<file path="config.mk">
export PLATFORM = sky130hd
export DESIGN_NAME = branch_resolver_flat
export DESIGN_NICKNAME = d
export VERILOG_FILES = /design/src/rtl/branch_resolver_if.sv /design/src/rtl/branch_resolver.sv /design/src/flat_wrapper.sv
export SDC_FILE = /design/constraint.sdc
export NUM_CORES = 1
export LEC_CHECK = 0
export ABC_AREA = 1
export CAP_MARGIN = 15
export CORE_MARGIN = 1
export CORE_UTILIZATION = 39
export CTS_CLUSTER_DIAMETER = 120
export DETAILED_ROUTE_END_ITERATION = 16
export PLACE_DENSITY = 0.78
export REMOVE_ABC_BUFFERS = 1
export SYNTH_ARGS = -nofsm -noshare
export SYNTH_HDL_FRONTEND = slang
export SYNTH_SLANG_ARGS = --single-unit
</file>
<file path="constraint.sdc">
create_clock -name clk -period 1.55 [get_ports clk]
set_clock_uncertainty 0.2 [all_clocks]
set_input_delay 0.465 -clock clk [delete_from_list [all_inputs] [get_ports clk]]
set_output_delay 0.465 -clock clk [all_outputs]
set_load 0.02 [all_outputs]
</file>
<file path="src/rtl/branch_resolver_if.sv">
// branch_resolver_if: EX-stage branch operands in, PC redirect and flush controls out.
interface branch_resolver_if #(parameter int DATA_W = 32);
  logic              ex_valid;
  logic              ex_branch;
  logic              ex_prediction;
  logic [5:0]        ex_opcode;
  logic [DATA_W-1:0] ex_rs_data;
  logic [DATA_W-1:0] ex_rt_data;
  logic [DATA_W-1:0] ex_pc_plus4;
  logic [DATA_W-1:0] ex_imm;
  logic [25:0]       ex_jindex;
  logic              redirect_valid;
  logic [DATA_W-1:0] redirect_pc;
  logic              flush_ifid;
  logic              flush_idex;
  modport master (
    output ex_valid, ex_branch, ex_prediction, ex_opcode, ex_rs_data, ex_rt_data,
           ex_pc_plus4, ex_imm, ex_jindex,
    input  redirect_valid, redirect_pc, flush_ifid, flush_idex
  );
  modport slave (
    input  ex_valid, ex_branch, ex_prediction, ex_opcode, ex_rs_data, ex_rt_data,
           ex_pc_plus4, ex_imm, ex_jindex,
    output redirect_valid, redirect_pc, flush_ifid, flush_idex
  );
endinterface

</file>
<file path="src/rtl/branch_resolver.sv">
// branch_resolver: resolves BEQ/BNE/J/JAL in EX, redirects the PC and flushes IF/ID, ID/EX on mispredict.
// Define BRANCH_RESOLVER_STATS_EN to implement the saturating branch/mispredict counters.
module branch_resolver #(
  parameter int DATA_W       = 32,
  parameter int FLUSH_CYCLES = 2,
  parameter int CNT_W        = 16
) (
  input  logic             clk,
  input  logic             rst_n,
  input  logic             stall_in,
  branch_resolver_if.slave ex,
  output logic             busy,
  output logic [CNT_W-1:0] branch_count,
  output logic [CNT_W-1:0] mispredict_count
);
  typedef enum logic [1:0] {IDLE, REDIRECT, FLUSH} state_t;
  localparam logic [5:0] OP_J   = 6'h02;
  localparam logic [5:0] OP_JAL = 6'h03;
  localparam logic [5:0] OP_BEQ = 6'h04;
  localparam logic [5:0] OP_BNE = 6'h05;
  localparam logic [2:0] FLUSH_LOAD = 3'(FLUSH_CYCLES - 1);
  state_t            state_q, state_d;
  logic [2:0]        cnt_q, cnt_d;
  logic [DATA_W-1:0] pc_q, pc_d;
  logic              rv_q, rv_d, fl_q, fl_d, busy_q, busy_d;
  logic              is_j, taken, resolve, mispredict;
  logic [DATA_W-1:0] target, fix_pc;
  always_comb begin
    is_j       = ex.ex_opcode == OP_J || ex.ex_opcode == OP_JAL;
    taken      = is_j || (ex.ex_opcode == OP_BEQ && ex.ex_rs_data == ex.ex_rt_data)
                      || (ex.ex_opcode == OP_BNE && ex.ex_rs_data != ex.ex_rt_data);
    target     = is_j ? {ex.ex_pc_plus4[DATA_W-1 -: DATA_W-28], ex.ex_jindex, 2'b00}
                      : ex.ex_pc_plus4 + (ex.ex_imm << 2);
    fix_pc     = taken ? target : ex.ex_pc_plus4;
    resolve    = state_q == IDLE && ex.ex_valid && ex.ex_branch && !stall_in;
    mispredict = resolve && (taken != ex.ex_prediction);
  end
  // REDIRECT counts as the first flush cycle; FLUSH covers the remaining FLUSH_CYCLES-1.
  always_comb begin
    state_d = state_q;
    cnt_d   = cnt_q;
    pc_d    = pc_q;
    rv_d    = rv_q;
    fl_d    = fl_q;
    busy_d  = busy_q;
    case (state_q)
      IDLE: if (mispredict) begin
        state_d = REDIRECT;
        pc_d    = fix_pc;
        rv_d    = 1'b1;
        fl_d    = 1'b1;
        busy_d  = 1'b1;
      end
      REDIRECT: if (!stall_in) begin
        rv_d = 1'b0;
        if (FLUSH_CYCLES == 1) begin
          state_d = IDLE;
          fl_d    = 1'b0;
          busy_d  = 1'b0;
        end else begin
          state_d = FLUSH;
          cnt_d   = FLUSH_LOAD;
        end
      end
      FLUSH: if (!stall_in) begin
        cnt_d = cnt_q - 3'd1;
        if (cnt_q == 3'd1) begin
          state_d = IDLE;
          fl_d    = 1'b0;
          busy_d  = 1'b0;
        end
      end
      default: begin
        state_d = IDLE;
        rv_d    = 1'b0;
        fl_d    = 1'b0;
        busy_d  = 1'b0;
      end
    endcase
  end
  always_ff @(posedge clk or negedge rst_n) begin
    if (!rst_n) begin
      state_q <= IDLE;
      cnt_q   <= '0;
      pc_q    <= '0;
      rv_q    <= 1'b0;
      fl_q    <= 1'b0;
      busy_q  <= 1'b0;
    end else begin
      state_q <= state_d;
      cnt_q   <= cnt_d;
      pc_q    <= pc_d;
      rv_q    <= rv_d;
      fl_q    <= fl_d;
      busy_q  <= busy_d;
    end
  end
  assign ex.redirect_valid = rv_q;
  assign ex.redirect_pc    = pc_q;
  assign ex.flush_ifid     = fl_q;
  assign ex.flush_idex     = fl_q;
  assign busy              = busy_q;
`ifdef BRANCH_RESOLVER_STATS_EN
  logic [CNT_W-1:0] bc_q, bc_d, mc_q, mc_d;
  always_comb begin
    bc_d = (resolve && !(&bc_q)) ? bc_q + 1'b1 : bc_q;
    mc_d = (mispredict && !(&mc_q)) ? mc_q + 1'b1 : mc_q;
  end
  always_ff @(posedge clk or negedge rst_n) begin
    if (!rst_n) begin
      bc_q <= '0;
      mc_q <= '0;
    end else begin
      bc_q <= bc_d;
      mc_q <= mc_d;
    end
  end
  assign branch_count     = bc_q;
  assign mispredict_count = mc_q;
`else
  assign branch_count     = '0;
  assign mispredict_count = '0;
`endif
endmodule

</file>
<file path="src/flat_wrapper.sv">
// flat-port wrapper written by rule: the top's interface ports become plain ports
module branch_resolver_flat 
#(
  parameter int DATA_W       = 32,
  parameter int FLUSH_CYCLES = 2,
  parameter int CNT_W        = 16
)
  (clk, rst_n, stall_in, busy, branch_count, mispredict_count, ex_ex_valid, ex_ex_branch, ex_ex_prediction, ex_ex_opcode, ex_ex_rs_data, ex_ex_rt_data, ex_ex_pc_plus4, ex_ex_imm, ex_ex_jindex, ex_redirect_valid, ex_redirect_pc, ex_flush_ifid, ex_flush_idex);
  branch_resolver_if #(.DATA_W(DATA_W)) ex_i ();
  input  logic clk;
  input  logic rst_n;
  input  logic stall_in;
  output logic busy;
  output logic [CNT_W-1:0] branch_count;
  output logic [CNT_W-1:0] mispredict_count;
  input wire logic [$bits(ex_i.ex_valid)-1:0] ex_ex_valid;
  input wire logic [$bits(ex_i.ex_branch)-1:0] ex_ex_branch;
  input wire logic [$bits(ex_i.ex_prediction)-1:0] ex_ex_prediction;
  input wire logic [$bits(ex_i.ex_opcode)-1:0] ex_ex_opcode;
  input wire logic [$bits(ex_i.ex_rs_data)-1:0] ex_ex_rs_data;
  input wire logic [$bits(ex_i.ex_rt_data)-1:0] ex_ex_rt_data;
  input wire logic [$bits(ex_i.ex_pc_plus4)-1:0] ex_ex_pc_plus4;
  input wire logic [$bits(ex_i.ex_imm)-1:0] ex_ex_imm;
  input wire logic [$bits(ex_i.ex_jindex)-1:0] ex_ex_jindex;
  output wire logic [$bits(ex_i.redirect_valid)-1:0] ex_redirect_valid;
  output wire logic [$bits(ex_i.redirect_pc)-1:0] ex_redirect_pc;
  output wire logic [$bits(ex_i.flush_ifid)-1:0] ex_flush_ifid;
  output wire logic [$bits(ex_i.flush_idex)-1:0] ex_flush_idex;
  assign ex_i.ex_valid = ex_ex_valid;
  assign ex_i.ex_branch = ex_ex_branch;
  assign ex_i.ex_prediction = ex_ex_prediction;
  assign ex_i.ex_opcode = ex_ex_opcode;
  assign ex_i.ex_rs_data = ex_ex_rs_data;
  assign ex_i.ex_rt_data = ex_ex_rt_data;
  assign ex_i.ex_pc_plus4 = ex_ex_pc_plus4;
  assign ex_i.ex_imm = ex_ex_imm;
  assign ex_i.ex_jindex = ex_ex_jindex;
  assign ex_redirect_valid = ex_i.redirect_valid;
  assign ex_redirect_pc = ex_i.redirect_pc;
  assign ex_flush_ifid = ex_i.flush_ifid;
  assign ex_flush_idex = ex_i.flush_idex;
  branch_resolver #(.DATA_W(DATA_W), .FLUSH_CYCLES(FLUSH_CYCLES), .CNT_W(CNT_W)) u_core (.clk(clk), .rst_n(rst_n), .stall_in(stall_in), .ex(ex_i), .busy(busy), .branch_count(branch_count), .mispredict_count(mispredict_count));
endmodule
</file>
# ---- Word-level counts from Yosys, hierarchy flattened
# Index checks and enable logic that the tools add are counted.
dict set report totals {
  regBits 39
  inputBits 166
  output_inout_bits 68
  elab_cells 56
}
dict set report op_classes {
  n_addsub 2
  n_eq_ne 14
  n_mux 16
  bitwise_logic 2
  n_reduce_logical 17
}
# cell count
set op_table {}
lappend op_table {{32-bit two-way mux} 2}
lappend op_table {{32-bit adder} 1}
lappend op_table {{32-bit == test} 1}
lappend op_table {{32-bit != test} 1}
lappend op_table {{6-bit by 2-bit == test with 1-bit output (second input constant)} 2}
lappend op_table {{6-bit by 3-bit == test with 1-bit output (second input constant)} 2}
lappend op_table {{2-bit two-way mux} 4}
lappend op_table {{4-bit AND reduction} 2}
lappend op_table {{1-bit logical AND} 6}
lappend op_table {{3-bit two-way mux} 2}
lappend op_table {{1-bit one-hot mux with 3 select lines} 2}
lappend op_table {{2-bit one-hot mux with 3 select lines} 1}
lappend op_table {{3-bit one-hot mux with 2 select lines} 1}
lappend op_table {{3-bit AND reduction} 2}
lappend op_table {{1-bit two-way mux} 4}
lappend op_table {{2-bit by 1-bit != test with 1-bit output (second input constant)} 2}
lappend op_table {{2-bit != test (second input constant)} 2}
lappend op_table {{3-bit by 1-bit == test with 1-bit output (second input constant)} 1}
lappend op_table {{1-bit logical OR} 3}
lappend op_table {{3-bit by 1-bit subtractor with 3-bit output (second input constant)} 1}
lappend op_table {{2-bit by 1-bit == test with 1-bit output (second input constant)} 1}
lappend op_table {{2-bit == test (second input constant)} 1}
lappend op_table {{2-bit logical NOT} 1}
lappend op_table {{1-bit inverter} 2}
lappend op_table {{4 further kinds} 4}

# ---- Longest topological paths before layout
# Gate-level depths: netlist (run 1).
dict set report logic_depth {
  word_depth 8
  mapped_depth 17
  ltp_nobuf 17
}

# ---- Worst setup path before layout (run 1)
# No wires, ideal clock.
dict set report synth_path {
  path_type {input port to flip-flop}
  from {in ex_ex_imm[0]}
  to {reg u_core.pc_q[14], in the netlist u_core.ex.redirect_pc[14]}
  setup_time_ps 116
  t_arrival_ps 2106
  required_time_ps 1234
  path_slack_ps -872
  cell_stages 13
  path_buffers 0
  path_cell_list {ha_1 > fa_1 > nand3_1 > nand3_1 > nand3_1 > nand3b_1 > or2_2 > nand3_1 > nand2_1 > nand2_1 > nand2_1 > nand2_1 > nand2_1}
}
dict set report synth_via {
  elab_chain_len 3
}
# element line_no
set synth_rtl {}
lappend synth_rtl {{start, declared} flat_wrapper.sv:23} ;# input wire logic [$bits(ex_i.ex_imm)-1:0] ex_ex_imm;
lappend synth_rtl {{32-bit adder} branch_resolver.sv:33} ;# : ex.ex_pc_plus4 + (ex.ex_imm << 2);
lappend synth_rtl {{32-bit two-way mux} branch_resolver.sv:32} ;# target = is_j ? {ex.ex_pc_plus4[DATA_W-1 -: DATA_W-28], ex.ex_jindex, 2'b00}
lappend synth_rtl {{32-bit two-way mux} branch_resolver.sv:34} ;# fix_pc = taken ? target : ex.ex_pc_plus4;
lappend synth_rtl {{end signal, assigned} branch_resolver.sv:92} ;# pc_q <= pc_d;
lappend synth_rtl {{end, declared} branch_resolver.sv:24} ;# logic [DATA_W-1:0] pc_q, pc_d;
# Every way passes these cells.
# A chain may end at the register's enable or synchronous reset.

# ---- Final worst setup path (run 1)
dict set report layout_path {
  from {in ex_ex_imm[19]}
  to {reg u_core.pc_q[29], in the netlist u_core.ex.redirect_pc[29]}
}
# The elaborated chain is that of the path after synthesis.

==> results.yml, run 1 <==
logic_synthesis:
  synth-seq-cells: 39
  synthCells: 943
  ys.warnings.count: 0
  synth_area_leader_cell: "nand2_1"
  synth_area_leaders: "nand2_1 33%, dfrtp_1 18%, inv_1 8.4%"
  synth_top_area_share: 0.332
  synth.distinct_cells: 33
  syn_area_per_cell_um2: 5.60
  synth_area_um2: 5280
  ys_seq_area_frac: 0.185
worst_setup_path:
  critPathBufInv: 2
  crit_cells: 17
  rr_endpoint: "u_core.ex.redirect_pc[14]"
  max_stage_delay_ns: 0.36
  worst_r2r_path_depth: 7
  path_cells: "clkbuf_2 > ha_4 > nand2_2 > inv_2 > nand2_4 > nor3_4 > and2_4 > nand2_4 > nand2_2 > nand2_2 > nand2_1 > nand2_1 > nand2_1 > nand2_1 > nand2_1 > nand2_1 > nand2_2"
  reg2reg_slack_ns: -0.05
  crit_fanout: 4
  critical-path-top-delay-family: "simple AND/OR/NAND/NOR gates"
  crit_top_cell: "nand2_1"
  r2r-start: "u_core.state_q[0]"
  cp_slowest_cell: "nor3_4"
  required_ns: 1.60
  arrival_ns: 2.37
  critPathCaptureType: "register"
  start_kind: "input pin"
  crit_type: "input pin to register"
power:
  switchingPower_uw: 3430
  p_sw_frac: 0.440
  cellPowerDensity_nw_per_um2: 790
  total_power_uw: 7790
  pwr-share-clk: 0.162
  power_frac_comb: 0.614
  p_leak_uw: 0.00531
  internal_power_uw: 4360
  ir_worst_vdd_mv: 0.563
  p_seq_frac: 0.223
timing:
  setup_violations: 39
  holdWs_ns: 0.270
  finalCritPeriodShare: 1.50
  min_period_ns: 2.33
  rsz0062_at_grt: "yes"
  timing_hold_violations_final: 0
  setup-tns-final_ns: -19.90
  drv_slew: 0
  fmax_mhz: 430
  postLayoutSetupSlackWorst_ns: -0.778
detailed_routing:
  drc_errors: 0
  first_pass_iters: 7
  wire_per_inst_um: 17.9
  viasPerCell: 5.25
  wl_um: 26300
  antenna_left: 0
  vias: 7710
  drt_first_iter_violations: 645
final_layout:
  num_antenna_cells: 0
  final_area_um2: 9850
  fin_util: 0.744
  n_fill_cell: 971
  nNetsFinal: 1490
  area_growth_pct: 86.5
  drive_gt1_frac: 0.457
place:
  dp_hpwl_um: 14700
  dpl_cell_area_um2: 8130
  numPortBuffers: 199
  finalWeightedCongestion: 0.967
clock_tree:
  cts_tree: "done"
  clk_pin_slew_ns: 0.07
  cts_buffer_depth: 2
  cts_buffers: 5
  cts_sinks: 39
  clock_latency_ns: 0.30
  ctsRootBufferMaster: "clkbuf_16"
  cts_max_level: 2
grt:
  grt_pass1_wl_um: 36800
  globalRouteMet3Util: 0.0729
  use_met1: 0.390
  met2_usage: 0.582
  grt_max_degree: 40
  grt-busiest-layer: "met2"
  grt_overflow_total: 0
  grt_usage: 0.337
  antenna_found_initial: 0
  grt_pass1_vias: 7171
hold_path:
  holdCritPathClass: "input pin to register"
  holdPathEnd: "u_core.ex.redirect_pc[2]"
  min_from: "ex_ex_pc_plus4[2]"
  min_path_cells: 5
status:
  status: "finished with violations"
  failed_checks: "setup timing"
floorplan:
  core_um2: 13200
  fp-row-count: 42
  dieWidth_um: 118
  initial_core_util: 0.399
  die-area_um2: 14000
  die_y_um: 118
  io_pins: 234
job:
  cap_viol_max_count: 0
[worst reg2reg max path, delay by kind of cell, from the launching register on]
kind,cells,cell delay [ns]
flip-flops,1,0.38
AND/OR/NAND/NOR,4,0.52
buffers and inverters,3,0.46
[power groups by stage]
stage | sequential (uW) | combinational, uW | clock (uW)
CTS | 1690 | 4120 | 1250
detailed placement | 1700 | 4000 | 0
floorplan | 2170 | 1410 | 0
global route | 1780 | 5110 | 1310
finish | 1740 | 4780 | 1260
global placement | 1710 | 3930 | 0
[kinds of logic after synthesis]
kind of cell,synth area share
xor+xnor,0.0597
buf+inv,0.153
compound gates,0.0493
flops,0.185
fa+ha+maj,0.0772
other cells,0.000710
simple gates,0.475
[worst max path at each step]
| stage | from | endpoint | slack [ns] |
|---|---|---|---|
| 2_1_floorplan | ex_ex_opcode[5] | u_core.ex.redirect_valid | -2.40 |
| 3_3_place_gp | ex_ex_rt_data[14] | u_core.ex.redirect_pc[16] | -1.49 |
| 3_5_place_dp | ex_ex_rt_data[22] | u_core.ex.redirect_pc[3] | -1.56 |
| 4_1_cts | ex_ex_imm[4] | u_core.ex.redirect_pc[13] | -0.61 |
| 5_1_grt | ex_ex_pc_plus4[25] | u_core.ex.redirect_pc[29] | -0.80 |
| 6_report | ex_ex_imm[19] | u_core.ex.redirect_pc[29] | -0.78 |
[cell type report]
cell class / instances / area [um2] / share of cell area
tap: 176 / 220 / 0.0223
clock buffer: 5 / 125 / 0.0127
timing repair buffer: 361 / 2970 / 0.301
clock inverter: 3 / 43.8 / 0.00444
inverter: 121 / 467 / 0.0474
sequential: 39 / 976 / 0.0990
multi-input combinational: 764 / 5050 / 0.513
[state kept, by name (all words and copies together), names as in the netlist]
signal                    cells
u_core.state_q                2
u_core.ex.flush_idex          1
u_core.cnt_q                  3
u_core.ex.redirect_valid      1
u_core.ex.redirect_pc        32
[what timing repair did]
| item | in CTS | in global routing |
|---|---|---|
| resized for setup | 766 | 222 |
| setup buffers | 32 | 19 |
| hold endpoints to repair | 39 | 0 |
| setup endpoints to repair | 73 | 44 |
| pin swaps | 97 | 112 |
| hold buffers | 1 | 0 |
| cloned | 10 | 0 |
[Yosys cell counts, drive strengths merged]
cell / number
o21ai: 13
xnor2: 31
fa: 1
nand4: 12
o21bai: 6
o22ai: 1
or2: 3
nand2: 470
ha: 31
a21o: 1
nor3: 4
nand3: 53
clkbuf: 2
and2: 6
conb: 1
nor2: 59
xor2: 5
inv: 121
a21oi: 20
buf: 49
nor4: 2
a31oi: 1
a21boi: 4
dfrtp: 39
nand3b: 8
[cells in the final DEF (no fill, tap or decap), drive strengths merged, types with 3 or more instances in the layout]
cell type and count:
a21boi 4, a21oi 20, and2 6, buf 288, clkbuf 24, clkdlybuf4s15 7, clkdlybuf4s50 33, conb 32
dfrtp 39, dlygate4sd2 11, ha 31, inv 121, nand2 470, nand3 53, nand3b 8, nand4 12
nor2 60, nor3 4, o21ai 13, o21bai 6, or2 3, xnor2 31, xor2 5
[stage by stage]
step                      std cells  setup WS, ns
final                          1469        -0.778
after global routing           1469        -0.803
after CTS                      1456        -0.614
after global placement         1405         -1.49
after detailed placement       1405         -1.56
after floorplan                 923         -2.40
[per-layer routing]
layer,wire length [um],up-vias,share of wire
li1,-,3523,-
met1,9440,3454,0.36
met2,12400,563,0.47
met3,2640,170,0.10
met4,1830,0,0.070
met5,0,-,0
(Power assumes the default switching activity.)
==> inputs of run 2 (changes only) <==
- CTS_CLUSTER_DIAMETER: 120 -> not set
==> results of run 2 <==
Same layout as run 1: the final DEF is identical, and so are final timing and power.
==> inputs of run 3 (changes only) <==
- SLEW_MARGIN: not set -> 30
==> results of run 3 <==
Same layout as run 1: the final DEF is identical, and so are final timing and power.
